**src/rtl/seg_display_reader_pkg.sv**
```systemverilog
// Shared constants for the 7-segment display path. The BCD-to-segment
// encoder and the display reader both take their segment codes from here,
// so the two ends of the bus always agree on the patterns.
package seg_display_reader_pkg;

    // Segment patterns, bit0 = a ... bit6 = g, active-high
    localparam logic [6:0] SEG_0     = 7'h3F;
    localparam logic [6:0] SEG_1     = 7'h06;
    localparam logic [6:0] SEG_2     = 7'h5B;
    localparam logic [6:0] SEG_3     = 7'h4F;
    localparam logic [6:0] SEG_4     = 7'h66;
    localparam logic [6:0] SEG_5     = 7'h6D;
    localparam logic [6:0] SEG_6     = 7'h7D;
    localparam logic [6:0] SEG_7     = 7'h07;
    localparam logic [6:0] SEG_8     = 7'h7F;
    localparam logic [6:0] SEG_9     = 7'h6F;
    localparam logic [6:0] SEG_BLANK = 7'h00;

    // Non-decimal nibble codes
    localparam logic [3:0] BCD_BLANK = 4'hA;
    localparam logic [3:0] BCD_ERR   = 4'hF;

    // Dwell tracking states of the reader
    typedef enum logic [1:0] {
        ST_IDLE     = 2'd0,   // counter cleared, capture armed
        ST_SETTLING = 2'd1,   // counting identical samples
        ST_CAPTURED = 2'd2    // digit taken, waiting for the dwell to end
    } rd_state_t;

    // Encoder side: BCD nibble to segment pattern (blank for anything else)
    function automatic logic [6:0] bcd_to_seg(input logic [3:0] bcd);
        logic [6:0] pat;
        case (bcd)
            4'd0:    pat = SEG_0;
            4'd1:    pat = SEG_1;
            4'd2:    pat = SEG_2;
            4'd3:    pat = SEG_3;
            4'd4:    pat = SEG_4;
            4'd5:    pat = SEG_5;
            4'd6:    pat = SEG_6;
            4'd7:    pat = SEG_7;
            4'd8:    pat = SEG_8;
            4'd9:    pat = SEG_9;
            default: pat = SEG_BLANK;
        endcase
        return pat;
    endfunction

    // True when exactly one bit of a 4-bit select is set
    function automatic logic is_onehot4(input logic [3:0] v);
        return (v != 4'h0) && ((v & (v - 4'h1)) == 4'h0);
    endfunction

    // Position of the set bit in a one-hot 4-bit select
    function automatic logic [1:0] onehot4_index(input logic [3:0] v);
        logic [1:0] idx;
        case (v)
            4'b0010: idx = 2'd1;
            4'b0100: idx = 2'd2;
            4'b1000: idx = 2'd3;
            default: idx = 2'd0;
        endcase
        return idx;
    endfunction

endpackage

```
**src/rtl/seg_display_reader_seg_2bcd.sv**
```systemverilog
// Combinational segment-pattern to BCD decoder. Digits 0-9 decode to their
// value, the all-off pattern decodes to the blank code, and anything else
// decodes to the error code with err raised.
module seg_2bcd
    import seg_display_reader_pkg::*;
(
    input  logic [6:0] seg,
    output logic [3:0] nibble,
    output logic       err
);

    // Pattern lookup; only the blank pattern is a legal non-digit
    always_comb begin
        nibble = BCD_ERR;
        err    = 1'b1;
        case (seg)
            SEG_0:     begin nibble = 4'd0;      err = 1'b0; end
            SEG_1:     begin nibble = 4'd1;      err = 1'b0; end
            SEG_2:     begin nibble = 4'd2;      err = 1'b0; end
            SEG_3:     begin nibble = 4'd3;      err = 1'b0; end
            SEG_4:     begin nibble = 4'd4;      err = 1'b0; end
            SEG_5:     begin nibble = 4'd5;      err = 1'b0; end
            SEG_6:     begin nibble = 4'd6;      err = 1'b0; end
            SEG_7:     begin nibble = 4'd7;      err = 1'b0; end
            SEG_8:     begin nibble = 4'd8;      err = 1'b0; end
            SEG_9:     begin nibble = 4'd9;      err = 1'b0; end
            SEG_BLANK: begin nibble = BCD_BLANK; err = 1'b0; end
            default:   begin nibble = BCD_ERR;   err = 1'b1; end
        endcase
    end

endmodule

```
**src/rtl/seg_display_reader.sv**
```systemverilog
// Passive monitor for the multiplexed 4-digit 7-segment bus. Registers the
// bus, waits for each digit dwell to settle, decodes it back to BCD into a
// shadow frame, and publishes the frame once all four digits have been seen.
module seg_display_reader
    import seg_display_reader_pkg::*;
#(
    parameter int STABLE_CYCLES  = 4,
    parameter int TIMEOUT_CYCLES = 4096
)
(
    input  logic        clk,
    input  logic        reset,
    input  logic [7:0]  seg,
    input  logic [3:0]  sel,
    output logic [15:0] value,
    output logic [3:0]  dp,
    output logic [3:0]  err,
    output logic        frame_valid,
    output logic        stale
);

    localparam int SW = $clog2(STABLE_CYCLES);
    localparam int TW = $clog2(TIMEOUT_CYCLES + 1);
    localparam logic [SW-1:0] CAP_CNT = SW'(STABLE_CYCLES - 1);
    localparam logic [TW-1:0] TMO_MAX = TW'(TIMEOUT_CYCLES);

    logic [7:0]    r_s_seg;
    logic [3:0]    r_s_sel;
    logic [7:0]    r_prev_seg;
    logic [3:0]    r_prev_sel;
    logic [SW-1:0] r_stab_cnt;
    rd_state_t     r_state;
    logic [3:0]    r_shadow_digit [4];
    logic [3:0]    r_shadow_dp;
    logic [3:0]    r_shadow_err;
    logic [3:0]    r_seen;
    logic [TW-1:0] r_tmo_cnt;
    logic [15:0]   r_value;
    logic [3:0]    r_dp;
    logic [3:0]    r_err;
    logic          r_frame_valid;

    logic          w_stable;
    logic [SW-1:0] w_cnt_inc;
    logic          w_capture;
    logic [1:0]    w_idx;
    logic [3:0]    w_cap_mask;
    logic          w_complete;
    logic [3:0]    w_dec_nibble;
    logic          w_dec_err;
    logic [15:0]   w_shadow_value;

    // Register the raw bus and keep the previous registered sample for comparison
    always_ff @(posedge clk) begin
        if (reset) begin
            r_s_seg    <= 8'h00;
            r_s_sel    <= 4'h0;
            r_prev_seg <= 8'h00;
            r_prev_sel <= 4'h0;
        end else begin
            r_s_seg    <= seg;
            r_s_sel    <= sel;
            r_prev_seg <= r_s_seg;
            r_prev_sel <= r_s_sel;
        end
    end

    // A sample only counts toward a dwell if it repeats and selects exactly one digit
    assign w_stable  = (r_s_seg == r_prev_seg) && (r_s_sel == r_prev_sel) && is_onehot4(r_s_sel);
    assign w_cnt_inc = (r_stab_cnt == CAP_CNT) ? CAP_CNT : r_stab_cnt + 1'b1;
    // Capture on the edge where the count reaches its target, once per dwell
    assign w_capture = w_stable && (r_state != ST_CAPTURED) && (w_cnt_inc == CAP_CNT);
    assign w_idx     = onehot4_index(r_s_sel);
    assign w_cap_mask = 4'b0001 << w_idx;

    seg_2bcd u_seg_2bcd (
        .seg    (r_s_seg[6:0]),
        .nibble (w_dec_nibble),
        .err    (w_dec_err)
    );

    // Dwell FSM: count identical samples, disarm after a capture, re-arm on any change
    always_ff @(posedge clk) begin
        if (reset) begin
            r_state    <= ST_IDLE;
            r_stab_cnt <= '0;
        end else if (!w_stable) begin
            r_state    <= ST_IDLE;
            r_stab_cnt <= '0;
        end else begin
            r_stab_cnt <= w_cnt_inc;
            if (w_capture) begin
                r_state <= ST_CAPTURED;
            end else if (r_state == ST_IDLE) begin
                r_state <= ST_SETTLING;
            end
        end
    end

    // Per-digit shadow entries; a later capture of the same digit overwrites it
    for (genvar gi = 0; gi < 4; gi++) begin : g_digit
        always_ff @(posedge clk) begin
            if (reset) begin
                r_shadow_digit[gi] <= 4'h0;
                r_shadow_dp[gi]    <= 1'b0;
                r_shadow_err[gi]   <= 1'b0;
            end else if (w_capture && (w_idx == 2'(gi))) begin
                r_shadow_digit[gi] <= w_dec_nibble;
                r_shadow_dp[gi]    <= r_s_seg[7];
                r_shadow_err[gi]   <= w_dec_err;
            end
        end
        assign w_shadow_value[gi*4 +: 4] = r_shadow_digit[gi];
    end

    assign w_complete = (r_seen == 4'hF);

    // Frame publication, seen tracking and the stale timeout counter
    always_ff @(posedge clk) begin
        if (reset) begin
            r_seen        <= 4'h0;
            r_value       <= 16'h0000;
            r_dp          <= 4'h0;
            r_err         <= 4'h0;
            r_frame_valid <= 1'b0;
            r_tmo_cnt     <= '0;
        end else begin
            r_frame_valid <= w_complete;
            r_seen        <= (w_complete ? 4'h0 : r_seen) | (w_capture ? w_cap_mask : 4'h0);
            if (w_complete) begin
                r_value   <= w_shadow_value;
                r_dp      <= r_shadow_dp;
                r_err     <= r_shadow_err;
                r_tmo_cnt <= '0;
            end else if (r_tmo_cnt != TMO_MAX) begin
                r_tmo_cnt <= r_tmo_cnt + 1'b1;
            end
        end
    end

    assign value       = r_value;
    assign dp          = r_dp;
    assign err         = r_err;
    assign frame_valid = r_frame_valid;
    assign stale       = (r_tmo_cnt == TMO_MAX);

endmodule

```
**config.mk**
```make
export PLATFORM = sky130hd
export DESIGN_NAME = seg_display_reader
export DESIGN_NICKNAME = d
export VERILOG_FILES = /design/src/rtl/seg_display_reader_pkg.sv /design/src/rtl/seg_display_reader_seg_2bcd.sv /design/src/rtl/seg_display_reader.sv
export SDC_FILE = /design/constraint.sdc
export NUM_CORES = 1
export LEC_CHECK = 0
export ABC_AREA = 0
export CAP_MARGIN = 20
export CORE_ASPECT_RATIO = 2
export CORE_MARGIN = 2
export CORE_UTILIZATION = 40
export CTS_BUF_LIST = sky130_fd_sc_hd__clkbuf_8
export DETAILED_ROUTE_END_ITERATION = 6
export GPL_ROUTABILITY_DRIVEN = 0
export PLACE_DENSITY_LB_ADDON = 0.05
export SLEW_MARGIN = 10
export SYNTH_ARGS = -nofsm -noshare
export SYNTH_HDL_FRONTEND = slang
export SYNTH_SLANG_ARGS = --single-unit
```
**constraint.sdc**
```tcl
create_clock -name clk -period 2.37 [get_ports clk]
set_clock_uncertainty 0.05 [all_clocks]
set_input_delay 0.237 -clock clk [delete_from_list [all_inputs] [get_ports clk]]
set_output_delay 0.237 -clock clk [all_outputs]
set_load 0.02 [all_outputs]
```
==> flow_summary.toml, run 1 <==
[run_status]
status = "complete, no violations"

[setup_path]
start_kind = "register"
endpoint_kind = "register"
cp.arrival_ns = 2.12
cp_max_fo = 10
crit_required_ns = 2.39
worstSetupPathType = "register to register"

[sta]
report.final.slew_viol_count = 0
max_slew_margin = 0.600
period_share = 0.884
finalSetupViolations = 0
worst_slew_pin_slew_ns = 0.594
hold_violations = 0
max_clock_freq_mhz = 477
post-route-min-period_ns = 2.10
timing.setup.tns_ns = 0
rsz0062_at_grt = "no"

[finish]
stdcell_count = 544
nFillCells = 905
diodes = 0
final_common_cell = "dfxtp_1"
nNetsFinal = 451
drive_gt1_frac = 0.0932
area_growth_pct = 18.2
final_cell_mix = "dfxtp_1, nand2_1, nor2_1"

[synth]
ys_ff_latch = 94
yosysWarnings = 0
synth_edf_count = 16
syn_area_um2 = 3810
synth_cell_types = 42
synth_area_leaders = "dfxtp_1, edfxtp_1, nand2_1"
synth_top_area_frac = 0.410
avgSynthCellArea_um2 = 9.62
async_reset_ff_frac = 0
postSynthCellCount = 396
seq_area_frac_synth = 0.536
yosys.area.top_type = "dfxtp_1"
synth_fp_nets = 412
synth_ff_type = "dfxtp_1"

[clocking]
htree_levels = 3
cts_buffers = 9
cts_tree = "yes"
cts-root-buf = "clkbuf_8"
clock_latency_ns = 0.36
clock_path_buffers = 2
cts_num_sinks = 94
ctsHoldBuffers = 0
clk_pin_slew_worst_paths_ns = 0.09

[worst_hold_path]
hold_path.class = "primary input to register"

[placed_design]
dp_hpwl_um = 5880
port_buffers = 39
dp.cells = 527

[floorplanning]
fp.dieW_um = 73.0
placementRows = 50
dieHeight_um = 142
initial_core_util = 0.409
dieArea_um2 = 10400
core-area_um2 = 9320
ios = 40

[run]
max_cap_violations = 0

[global_routing]
grt_max_degree = 42
grt_overflow = 0
track_usage = 0.166
grt_pass1_wl_um = 12900
grt_pass1_vias = 2620
antenna_found_initial = 0

[power_and_ir_drop]
ir_worst_vdd_mv = 0.588
power_w = 0.00298
power_density_nw_per_um2 = 661
leakage_nw = 1.73

[routing]
via_count = 2682
vias_per_cell = 4.93
wl_per_cell_um = 14.4
dr.pass1.iters = 5
first_iter_violations = 134
ant_nets = 0
drc_errors = 0
routed_wl_um = 7810
power breakdown:
part | leakage [nW] | internal (W) | switching, W | total (W)
clock | 0.117 | 0.000583 | 0.000536 | 0.00112
combinational | 0.819 | 0.0000863 | 0.0000864 | 0.000173
sequential | 0.796 | 0.00165 | 0.0000345 | 0.00169
total | 1.73 | 0.00232 | 0.000656 | 0.00298
critical path: stages (launching register included):
cell	delay [ns]
dfxtp_1	0.55
xnor2_2	0.17
nand4_2	0.18
or2_4	0.30
nor4_4	0.35
or2_2	0.22
per-stage QoR:
| stage | utilization | hold WS [ns] | area [µm²] | worst slack, ns |
|---|---|---|---|---|
| 6_report | 0.483 | 0.249 | 4510 | 0.274 |
| 2_1_floorplan | - | 0.270 | 3810 | 0.471 |
| 5_1_grt | 0.483 | 0.300 | 4510 | 0.155 |
| 3_5_place_dp | 0.460 | 0.391 | 4290 | 0.259 |
| 3_3_place_gp | 0.460 | 0.368 | 4290 | 0.287 |
| 4_1_cts | 0.483 | 0.245 | 4500 | 0.0989 |
registers in the layout, indices dropped and copies added, names as in the netlist:
name and flops:
r_shadow_digit 16, value 16, r_tmo_cnt 13, r_prev_seg 8
r_s_seg 8, dp 4, err 4, r_prev_sel 4
r_s_sel 4, r_seen 4, r_shadow_dp 4, r_shadow_err 4
r_stab_cnt 2, r_state 2, frame_valid 1
final timing paths:
kind,end,from,depth (start not counted),slack [ns]
hold reg to reg,dp[3],r_shadow_dp[3],2,0.40
hold / removal,frame_valid,reset,2,0.25
setup / recovery,r_shadow_digit[1][1],r_s_seg[4],5,0.27
setup reg to reg,r_shadow_digit[1][1],r_s_seg[4],5,0.27
layout make-up:
type | count | area, µm² | area share
tap | 104 | 130 | 0.0289
inverter | 6 | 22.5 | 0.00500
sequential | 94 | 2040 | 0.453
timing repair buffer | 50 | 483 | 0.107
clock inverter | 7 | 82.6 | 0.0183
clock buffer | 9 | 124 | 0.0275
multi-input combinational | 274 | 1620 | 0.360
metal layers:
layer | vias up | share of wire | track usage
met5 | - | 0 | 0
met4 | 0 | 0.044 | 0.101
li1 | 1384 | - | -
met2 | 59 | 0.57 | 0.300
met3 | 18 | 0.028 | 0.0283
met1 | 1221 | 0.36 | 0.171
what timing repair did:
item                                    4_1_cts  5_1_grt
buffers inserted                              1        0
endpoints found under the setup margin        1        1
resized for setup                             0        1
cell families after synthesis:
| kind of cell | Yosys count | synth area share |
|---|---|---|
| flip-flops | 94 | 0.536 |
| XOR/XNOR | 26 | 0.0657 |
| adder cells (fa/ha/maj) | 2 | 0.00656 |
| AO/OA/AOI/OAI | 40 | 0.0611 |
| multiplexers | 9 | 0.0240 |
| AND/OR/NAND/NOR | 197 | 0.268 |
| buffers and inverters | 28 | 0.0387 |
Yosys cell counts (all sizes together), types with 2 or more instances:
master  number
xnor2       18
ha           2
clkbuf      13
and4         2
nor4         5
nor2        47
nor3         2
nand3b       4
nand2       69
buf          9
mux2i        8
inv          6
nand2b      18
o21ai        3
edfxtp      16
a21oi       31
nor2b       22
nand3        6
or2          2
dfxtp       78
nand4b       2
xor2         8
and3         7
nand4        7
Power figures use the tool's default switching activity.
==> run 2, diff against run 1 <==
Settings changed: CORE_MARGIN 2 to default.
Clock period 2.37 ns to 2.6 ns, I/O delays scaled along.
==> flow_summary.toml, run 2 (synthesis gave the netlist of run 1 again) <==
[placed_design]
place_ws_ns = 0.477
dp_hpwl_um = 6000
place_area_um2 = 4250
port_buffers = 39

[clocking]
clock_latency_ns = 0.37
cts_num_sinks = 94
ctsHoldBuffers = 0
clk_pin_slew_worst_paths_ns = 0.08
cts_buffers = 9
cts_tree = "yes"
htree_levels = 3
cts-root-buf = "clkbuf_8"
clock_path_buffers = 2
cts_resized = 0
cts_setup_buffers = 0

[setup_path]
slowest_stage = "clkdlybuf4s50_1"
cp_common_cell = "inv_1"
cp.arrival_ns = 2.10
r2r_cells = 5
cpPeakStageDelay_ns = 0.60
worstPathCellList = "inv_1 -> ha_1 -> nor4bb_1 -> nand3_1 -> inv_1 -> clkdlybuf4s50_1"
start_kind = "register"
r2r_start = "r_s_seg[4]"
r2r_end = "r_shadow_digit[3][1]"
r2r_slack_ns = 0.47
worstSetupPathType = "register to output port"
cp_max_fo = 5
crit_required_ns = 2.29
endpoint_kind = "output port"

[routing]
drc_errors = 5
dr.pass1.iters = 6
first_iter_violations = 104
via_count = 2726
ant_nets = 0
routed_wl_um = 7870
vias_per_cell = 5.06
wl_per_cell_um = 14.6

[power_and_ir_drop]
seqPwrFrac = 0.525
power_density_nw_per_um2 = 649
power_frac_comb = 0.053
leakage_nw = 1.70
p_sw_w = 0.000614
intPower_w = 0.00231
power_w = 0.00293
ir_worst_vdd_mv = 0.342
clockPowerShare = 0.422
switching_share = 0.210

[finish]
drive_gt1_frac = 0.0851
final_common_cell = "dfxtp_1"
nNetsFinal = 446
final_cell_mix = "dfxtp_1, nand2_1, nor2_1"
area_growth_pct = 18.3
final_area_um2 = 4510
diodes = 0

[sta]
timing.setup.tns_ns = 0
fin_ws_ns = 0.188
hold_violations = 0
period_share = 0.928
worst_slew_pin_slew_ns = 0.701
finalSetupViolations = 0
max_clock_freq_mhz = 415
post-route-min-period_ns = 2.41
rsz0062_at_grt = "no"
report.final.slew_viol_count = 0
max_slew_margin = 0.527

[worst_hold_path]
hold_path.class = "primary input to register"
worstHoldEndpoint = "frame_valid"
hp-start = "reset"
worstHoldPathCells = 2

[floorplanning]
dieArea_um2 = 9950
dieHeight_um = 140
initial_core_util = 0.409
ios = 40
core-area_um2 = 9320
placementRows = 50
fp.dieW_um = 71.0

[global_routing]
grt_max_degree = 38
antenna_found_initial = 0
track_usage = 0.174
grt_pass1_wl_um = 12900
grt_pass1_vias = 2685
grt_overflow = 0

[run_status]
status = "complete, but fails checks"
violations = "DRC"

[run]
max_cap_violations = 0
==> run 2: cell count changes in the layout (fill, tap and decap cells not counted) <==
cell,before,now
buf_12,1,0
inv_4,1,0
dlymetal6s2s_1,1,0
bufinv_16,2,4
buf_4,10,6
clkinv_1,0,2
inv_1,9,6
clkdlybuf4s50_1,37,38
clkinv_4,0,1
clkinv_2,1,0
==> run 2: how the worst max path moves through the flow <==
stage / from / to / depth (start not counted)
finish: r_tmo_cnt[0] / stale / 6
global route: r_tmo_cnt[0] / stale / 6
CTS: r_tmo_cnt[0] / stale / 6
detailed placement: r_s_seg[4] / r_shadow_digit[1][1] / 5
global placement: r_s_seg[4] / r_shadow_digit[1][1] / 5
floorplan: r_s_seg[1] / r_shadow_digit[1][0] / 6
==> run 2: worst max-delay path, delay by kind of cell, from the launching register on <==
kind          cells  cell delay, ns
buf+inv           3            0.77
simple gates      2            0.48
fa+ha+maj         1            0.13
flops             1            0.35
==> run 2: cell type report <==
| type | count | area [µm²] |
|---|---|---|
| Clock inverter | 7 | 136 |
| Tap cell | 104 | 130 |
| Inverter | 6 | 22.5 |
| Multi-Input combinational cell | 274 | 1620 |
| Timing Repair Buffer | 45 | 430 |
| Fill cell | 908 | 4810 |
| Clock buffer | 9 | 124 |
| Sequential cell | 94 | 2040 |
==> run 2: through the flow <==
| step | hold slack (ns) | cells | utilization |
|---|---|---|---|
| after floorplan | 0.293 | 396 | - |
| after global placement | 0.375 | 523 | 0.456 |
| after detailed placement | 0.392 | 523 | 0.456 |
| after CTS | 0.167 | 539 | 0.483 |
| after global routing | 0.205 | 539 | 0.483 |
| final | 0.178 | 539 | 0.483 |
==> run 2: per-layer routing <==
layer / GRT usage / part of all wire
met3: 0.0331 / 0.024
met2: 0.329 / 0.57
met4: 0.119 / 0.046
met5: 0 / 0
met1: 0.162 / 0.36
==> run 2: power by group through the flow <==
stage,combinational [W],clock (W),sequential (W)
finish,0.000154,0.00123,0.00154
global route,0.000169,0.00134,0.00154
CTS,0.000158,0.00127,0.00154
detailed placement,0.000157,0,0.00157
global placement,0.000157,0,0.00157
floorplan,0.000131,0,0.00155
